`src/rtl/noise_gate_pkg.sv`:
```
// -----------------------------------------------------------------------------
// noise_gate_pkg
// Shared types and constants for the noise gate dynamics stage.
//   SAMPLE_W     : audio sample width (signed)
//   GAIN_W       : gain register width; gain range is 0..GAIN_UNITY
//   GAIN_UNITY   : gain code for 0 dB (output == input)
//   gate_state_t : gate state machine states
// -----------------------------------------------------------------------------
package noise_gate_pkg;

  localparam int SAMPLE_W = 16;
  localparam int GAIN_W   = 9;

  localparam logic [GAIN_W-1:0] GAIN_UNITY = 9'd256;

  typedef enum logic [2:0] {
    CLOSED,
    ATTACK,
    OPEN,
    HOLD,
    RELEASE
  } gate_state_t;

endpackage : noise_gate_pkg

```
`src/rtl/noise_gate_envelope.sv`:
```
// -----------------------------------------------------------------------------
// envelope_follower
// Peak envelope detector with exponential decay. The envelope jumps to
// |sampleIn| instantly and otherwise decays by env >> ENV_SHIFT each sample.
//
// Parameters:
//   ENV_SHIFT : decay shift, 1..15
// Ports:
//   clk      in  1   sample clock
//   reset    in  1   synchronous, active-high
//   sampleIn in  16  signed input sample
//   envOut   out 16  registered unsigned envelope
// -----------------------------------------------------------------------------
module envelope_follower
  import noise_gate_pkg::*;
#(
  parameter int ENV_SHIFT = 4
) (
  input  logic                       clk,
  input  logic                       reset,
  input  logic signed [SAMPLE_W-1:0] sampleIn,
  output logic        [SAMPLE_W-1:0] envOut
);

  localparam logic [SAMPLE_W-1:0] SAMPLE_MIN = {1'b1, {(SAMPLE_W-1){1'b0}}};
  localparam logic [SAMPLE_W-1:0] SAMPLE_MAX = {1'b0, {(SAMPLE_W-1){1'b1}}};

  logic [SAMPLE_W-1:0] abs_val;
  logic [SAMPLE_W-1:0] decayed;
  logic [SAMPLE_W-1:0] env_d;
  logic [SAMPLE_W-1:0] env_q;

  // NOTE: every signal written in always_comb gets a value on every path
  // (here via the if/else chain and unconditional assigns) so no latch is
  // inferred.
  always_comb begin
    // The most negative sample has no positive twin in 16 bits; clamp it.
    if (sampleIn == SAMPLE_MIN) begin
      abs_val = SAMPLE_MAX;
    end else if (sampleIn[SAMPLE_W-1]) begin
      abs_val = SAMPLE_W'(-sampleIn);
    end else begin
      abs_val = SAMPLE_W'(sampleIn);
    end
    decayed = env_q - (env_q >> ENV_SHIFT);
    env_d   = (abs_val > decayed) ? abs_val : decayed;
  end

  // NOTE: sequential state uses non-blocking assignments so every register
  // samples the pre-edge values, independent of statement order.
  always_ff @(posedge clk) begin
    if (reset) begin
      env_q <= '0;
    end else begin
      env_q <= env_d;
    end
  end

  assign envOut = env_q;

endmodule : envelope_follower

```
`src/rtl/noise_gate.sv`:
```
// -----------------------------------------------------------------------------
// noise_gate
// Dynamics stage: an envelope follower drives a CLOSED/ATTACK/OPEN/HOLD/RELEASE
// state machine that ramps a 9-bit gain (256 = unity) applied to the one-sample
// delayed input, muting sub-threshold signal without clicks.
//
// Build option:
//   NOISE_GATE_HOLD_EN : when defined, a HOLD state keeps unity gain for
//                        HOLD_SAMPLES samples before releasing; when undefined
//                        OPEN releases directly and HOLD_SAMPLES is ignored.
//
// Ports:
//   clk      in  1   sample clock, rising edge
//   reset    in  1   synchronous, active-high
//   gateIn   in  16  signed sample
//   gateOut  out 16  registered gated sample, (xReg * gain) >>> 8
//   gainOut  out 9   registered gain, 0..256
//   gateOpen out 1   registered, high whenever state != CLOSED
// -----------------------------------------------------------------------------
module noise_gate
  import noise_gate_pkg::*;
#(
  parameter int THRESH_OPEN  = 2048,
  parameter int THRESH_CLOSE = 1024,
  parameter int HOLD_SAMPLES = 240,
  parameter int ATTACK_STEP  = 64,
  parameter int RELEASE_STEP = 1,
  parameter int ENV_SHIFT    = 4
) (
  input  logic                       clk,
  input  logic                       reset,
  input  logic signed [SAMPLE_W-1:0] gateIn,
  output logic signed [SAMPLE_W-1:0] gateOut,
  output logic        [GAIN_W-1:0]   gainOut,
  output logic                       gateOpen
);

  // Elaboration-time guard against an inconsistent parameter set.
  if (THRESH_CLOSE > THRESH_OPEN || HOLD_SAMPLES < 1 ||
      ATTACK_STEP < 1 || ATTACK_STEP > 256 ||
      RELEASE_STEP < 1 || RELEASE_STEP > 256 ||
      ENV_SHIFT < 1 || ENV_SHIFT > 15) begin : g_bad_cfg
    $error("noise_gate: invalid parameter set");
  end

  localparam int PROD_W = SAMPLE_W + GAIN_W;

  localparam logic [SAMPLE_W-1:0] OPEN_LVL  = SAMPLE_W'(THRESH_OPEN);
  localparam logic [SAMPLE_W-1:0] CLOSE_LVL = SAMPLE_W'(THRESH_CLOSE);
  localparam logic [GAIN_W:0]     ATK_INC   = (GAIN_W+1)'(ATTACK_STEP);
  localparam logic [GAIN_W-1:0]   REL_DEC   = GAIN_W'(RELEASE_STEP);

`ifdef NOISE_GATE_HOLD_EN
  localparam int HCNT_W = (HOLD_SAMPLES > 1) ? $clog2(HOLD_SAMPLES) : 1;
  localparam logic [HCNT_W-1:0] HOLD_LAST = HCNT_W'(HOLD_SAMPLES - 1);

  logic [HCNT_W-1:0] hold_cnt_q;
`endif

  logic [SAMPLE_W-1:0] env;

  gate_state_t                state_q;
  logic        [GAIN_W-1:0]   gain_q;
  logic                       open_q;
  logic signed [SAMPLE_W-1:0] x_q;
  logic signed [SAMPLE_W-1:0] gate_out_q;

  logic                       env_open;
  logic                       env_low;
  logic        [GAIN_W:0]     gain_sum;
  logic        [GAIN_W-1:0]   gain_up;
  logic        [GAIN_W-1:0]   gain_dn;
  gate_state_t                atk_state;
  gate_state_t                rel_state;
  logic signed [PROD_W-1:0]   product;
  logic signed [SAMPLE_W-1:0] gate_out_d;

  envelope_follower #(
    .ENV_SHIFT (ENV_SHIFT)
  ) u_env (
    .clk      (clk),
    .reset    (reset),
    .sampleIn (gateIn),
    .envOut   (env)
  );

  // Ramp arithmetic and the state each ramp lands in. The ramp step is applied
  // on the same edge that enters ATTACK/RELEASE, so gateOpen rises together
  // with the first nonzero gain and a retrigger continues from the current
  // gain without a dip.
  always_comb begin
    env_open  = (env >= OPEN_LVL);
    env_low   = (env < CLOSE_LVL);
    gain_sum  = {1'b0, gain_q} + ATK_INC;
    gain_up   = (gain_sum >= {1'b0, GAIN_UNITY}) ? GAIN_UNITY : gain_sum[GAIN_W-1:0];
    gain_dn   = (gain_q > REL_DEC) ? (gain_q - REL_DEC) : '0;
    atk_state = (gain_up == GAIN_UNITY) ? OPEN : ATTACK;
    rel_state = (gain_dn == '0) ? CLOSED : RELEASE;
    // The gain is zero-extended, so the sign of the product is the sample's;
    // the arithmetic shift floors toward -inf and unity gain is bit-exact.
    product    = PROD_W'(x_q) * PROD_W'($signed({1'b0, gain_q}));
    gate_out_d = SAMPLE_W'(product >>> 8);
  end

  always_ff @(posedge clk) begin
    if (reset) begin
      state_q    <= CLOSED;
      gain_q     <= '0;
      open_q     <= 1'b0;
      x_q        <= '0;
      gate_out_q <= '0;
`ifdef NOISE_GATE_HOLD_EN
      hold_cnt_q <= '0;
`endif
    end else begin
      x_q        <= gateIn;
      gate_out_q <= gate_out_d;

      case (state_q)
        CLOSED: begin
          gain_q <= '0;
          if (env_open) begin
            state_q <= atk_state;
            gain_q  <= gain_up;
            open_q  <= 1'b1;
          end
        end

        ATTACK: begin
          state_q <= atk_state;
          gain_q  <= gain_up;
        end

        OPEN: begin
          gain_q <= GAIN_UNITY;
          if (env_low) begin
`ifdef NOISE_GATE_HOLD_EN
            state_q    <= HOLD;
            hold_cnt_q <= '0;
`else
            state_q <= rel_state;
            gain_q  <= gain_dn;
            open_q  <= (gain_dn != '0);
`endif
          end
        end

`ifdef NOISE_GATE_HOLD_EN
        HOLD: begin
          gain_q <= GAIN_UNITY;
          if (env_open) begin
            state_q <= OPEN;
          end else if (hold_cnt_q == HOLD_LAST) begin
            state_q <= rel_state;
            gain_q  <= gain_dn;
            open_q  <= (gain_dn != '0);
          end else begin
            hold_cnt_q <= hold_cnt_q + 1'b1;
          end
        end
`endif

        RELEASE: begin
          if (env_open) begin
            state_q <= atk_state;
            gain_q  <= gain_up;
          end else begin
            state_q <= rel_state;
            gain_q  <= gain_dn;
            open_q  <= (gain_dn != '0);
          end
        end

        default: begin
          state_q <= CLOSED;
          gain_q  <= '0;
          open_q  <= 1'b0;
        end
      endcase
    end
  end

  assign gateOut  = gate_out_q;
  assign gainOut  = gain_q;
  assign gateOpen = open_q;

endmodule : noise_gate

```
`config.mk`:
```
export PLATFORM = sky130hd
export DESIGN_NAME = noise_gate
export DESIGN_NICKNAME = d
export VERILOG_FILES = /design/src/rtl/noise_gate_pkg.sv /design/src/rtl/noise_gate_envelope.sv /design/src/rtl/noise_gate.sv
export SDC_FILE = /design/constraint.sdc
export NUM_CORES = 1
export LEC_CHECK = 0
export CORE_MARGIN = 2
export CORE_UTILIZATION = 60
export CTS_CLUSTER_DIAMETER = 200
export DETAILED_ROUTE_END_ITERATION = 10
export DONT_BUFFER_PORTS = 1
export HOLD_SLACK_MARGIN = 0.03
export PLACE_DENSITY = 0.79
export SLEW_MARGIN = 20
export SYNTH_ARGS = -nofsm -noshare
export SYNTH_HDL_FRONTEND = slang
export SYNTH_SLANG_ARGS = --single-unit
```
`constraint.sdc`:
```
create_clock -name clk -period 4.8 [get_ports clk]
set_input_delay 1.44 -clock clk [delete_from_list [all_inputs] [get_ports clk]]
set_output_delay 1.44 -clock clk [all_outputs]
set_load 0.05 [all_outputs]
```
==> metrics.csv <==
stage,metric,value,unit
synthesis,synth-edff-count,0,
setup_path,cp_data_arrival_time,4.98,ns
route,drt-total-wl,19900,um
clock_tree,cts_root_buffer,clkbuf_16,
synthesis,yosysWarnings,0,
synthesis,synth.distinct_cells,77,
global_routing,grt_pass1_vias,6846,
power,finalPower,4070,uW
clock_tree,holdBufCountCts,0,
synthesis,synth.net_count,1196,
route,wl_per_cell,16.8,um
synthesis,synth-seq-cells,61,
setup_path,cp_max_fo,7,
timing,relSlewSlack,54.0,%
worst_hold_path,hp-class,reg -> reg,
route,via_per_inst,5.66,
worst_hold_path,holdPathEnd,state_q[0],
synthesis,synthCells,980,
timing,rsz0062_at_grt,true,
floorplanning,initial_core_util,61.4,%
clock_tree,cts_sinks,61,
timing,hold_viol,0,
synthesis,yosysSeqAreaShare,14.3,%
layout,final.fill_count,1073,
timing,fmax,0.211,GHz
timing,slew_viol_final,0,
floorplanning,num_io_pins,44,
timing,hold_ws,0.672,ns
clock_tree,cts_made_buffers,9,
place,place.port_buffers,0,
worst_hold_path,worstHoldStart,state_q[2],
global_routing,overflow,0,
place,routabilityCongestion,0.908,
power,power.leakage,0.00468,uW
floorplanning,fp.dieW,123,um
floorplanning,coreArea,0.0139,mm2
layout,final_common_cell,inv_1,
timing,setup_viol,0,
route,drtPass1Iterations,5,
clock_tree,h-tree-depth,3,
place,dp_hpwl,15100,um
clock_tree,cts_tree,yes,
synthesis,syn-cell-area,0.00856,mm2
global_routing,grt_pass1_wl,32600,um
timing,period_minus_slack,4.73,ns
timing,skew,0.00804,ns
layout,final_layout_size_suffix_gt1_share,17.2,%
setup_path,regToRegEndpoint,gateOut[14],
route,drtIter0Drc,411,
setup_path,reg2reg_from,gainOut[3],
clock_tree,clock_path_buffers,2,
timing,fin_crit_sh,98.6,%
status,status,"finished, final reports clean",
route,vias,6709,
layout,nNetsFinal,1218,
setup_path,start_kind,register,
global_routing,antenna_found_initial,0,
synthesis,ys.flop_type,dfxtp_1,
synthesis,async_reset_ff_share,0,%
layout,syn_to_final_growth,12.6,%
global_routing,grt_max_degree,52,
setup_path,rr_worst_depth,18,
setup_path,crit_required,5.04,ns
power,powerDensity,422,mW/mm2
timing,tightest_slew,0.688,ns
route,postRouteAntennaNets,0,
floorplanning,die_h,123,um
floorplanning,dieArea,0.0152,mm2
power,max-vdd-ir-drop,0.401,mV
synthesis,yosysTopAreaCell,fa_1,
setup_path,critPathCaptureType,register,
synthesis,synth_area_per_cell,8.74,um2
job,drv_cap,0,
route,drc,0,
setup_path,path_class,reg -> reg,
clock_tree,clock_latency,0.35,ns
worst_hold_path,min_delay_path_depth,2,
clock_tree,path_clk_slew,0.06,ns
layout,num_antenna_cells,0,
global_routing,track_usage,27.9,%
synthesis,yosys-top-cells-area,"fa_1 27%, dfxtp_1 14%, ha_1 12%, inv_1 6.5%, and2_1 5.8%",
floorplanning,rows,43,
setup_path,rrSetupSlack,0.07,ns
synthesis,synth_top_area_share,26.9,%
layout,final_cell_mix,"141 x inv_1, 108 x fa_1, 91 x nand2_1",
cells by family after synthesis:
logic type | Yosys count | share of synthesized area [%]
and+or+nand+nor | 336 | 20.4
adders and majority gates | 198 | 39.0
buffers and inverters | 189 | 8.51
AOI/OAI and AO/OA | 143 | 12.2
DFF | 61 | 14.3
xor gates and xnor gates | 46 | 4.71
muxes | 7 | 0.891
synth_stat cells (3+ instances only):
master	n
inv_1	149
nand4_1	6
a21oi_1	34
nand3_1	8
a31oi_1	7
a211oi_1	10
o21bai_1	3
dfxtp_1	61
nor2_1	68
a21o_1	8
o31ai_1	5
and2_1	80
o22ai_1	3
buf_2	6
nor2b_1	22
clkbuf_1	30
o21ba_2	3
fa_1	115
mux2_2	5
xor2_1	14
nand2b_1	7
o21ai_1	3
o21ai_0	20
nor3_1	12
o211ai_1	4
o21a_1	15
xnor2_1	32
nand2_1	97
ha_1	83
and3_1	4
or3_1	6
and4_1	3
repair_timing:
item | 4_1_cts | 5_1_grt
setup endpoints to repair | 3 | 13
gates resized for setup | 4 | 50
buffers inserted | 0 | 17
hold endpoints to repair | 0 | 0
pin swaps | 0 | 21
where the power goes:
group / internal (uW) / switching, uW / leakage [uW]
Combinational: 1170 / 1440 / 0.00404
Sequential: 628 / 236 / 0.000512
Clock: 343 / 254 / 0.000124
Total: 2140 / 1930 / 0.00468
sequential cells by signal, summed over array words and instances, names as in the netlist:
register and cells:
gateOpen 1, x_q 16, gateOut 16, state_q 3, gainOut 9, u_env.envOut 16
final cells by class:
cell class                      count  area [um2]  area share [%]
Clock buffer                       10         229            2.37
Clock inverter                      5        30.0           0.311
Inverter                          150         563            5.84
Multi-Input combinational cell    730        6910            71.7
Sequential cell                    61        1260            13.1
Tap cell                          180         225            2.34
Timing Repair Buffer               50         420            4.36
how the worst max path moves through the flow:
stage / cells after the start / start / endpoint / slack [ns]
2_1_floorplan: 17 / gainOut[3] / gateOut[3] / 0.003
3_3_place_gp: 16 / x_q[11] / gateOut[12] / 0.04
3_5_place_dp: 18 / x_q[5] / gateOut[15] / -0.03
4_1_cts: 19 / gainOut[1] / gateOut[15] / 0.002
5_1_grt: 18 / x_q[5] / gateOut[12] / -0.14
6_report: 18 / gainOut[3] / gateOut[14] / 0.07
stage by stage:
stage	TNS, ns	worst slack, ns	cells	instance area [um2]	utilization [%]
2_1_floorplan	0	0.00255	980	8890	-
3_3_place_gp	0	0.0408	1154	9090	65.3
3_5_place_dp	-0.0275	-0.0275	1154	9090	65.3
4_1_cts	0	0.00151	1169	9360	67.1
5_1_grt	-0.842	-0.143	1186	9640	69.2
6_report	0	0.0662	1186	9640	69.2
per-layer routing:
layer  share of wire (%)  vias up  track usage [%]
met3                 6.1       46             6.27
met4                 2.8        0             9.73
met2                  49      196             47.1
met1                  42     3268             35.2
met5                   0        -                0
li1                    -     3199                -
worst max-delay path, stage by stage, from the launching register on:
cell	delay, ns
dfxtp_4	0.39
buf_8	0.14
nand2_4	0.05
fa_1	0.53
inv_1	0.05
fa_1	0.54
fa_1	0.45
fa_1	0.51
inv_1	0.05
fa_1	0.50
inv_2	0.05
ha_4	0.21
a21o_1	0.22
a31oi_4	0.21
nand2b_1	0.12
o31ai_4	0.29
o21ai_1	0.12
xnor2_1	0.14
nor2_1	0.05
Power figures use the tool's default switching activity.
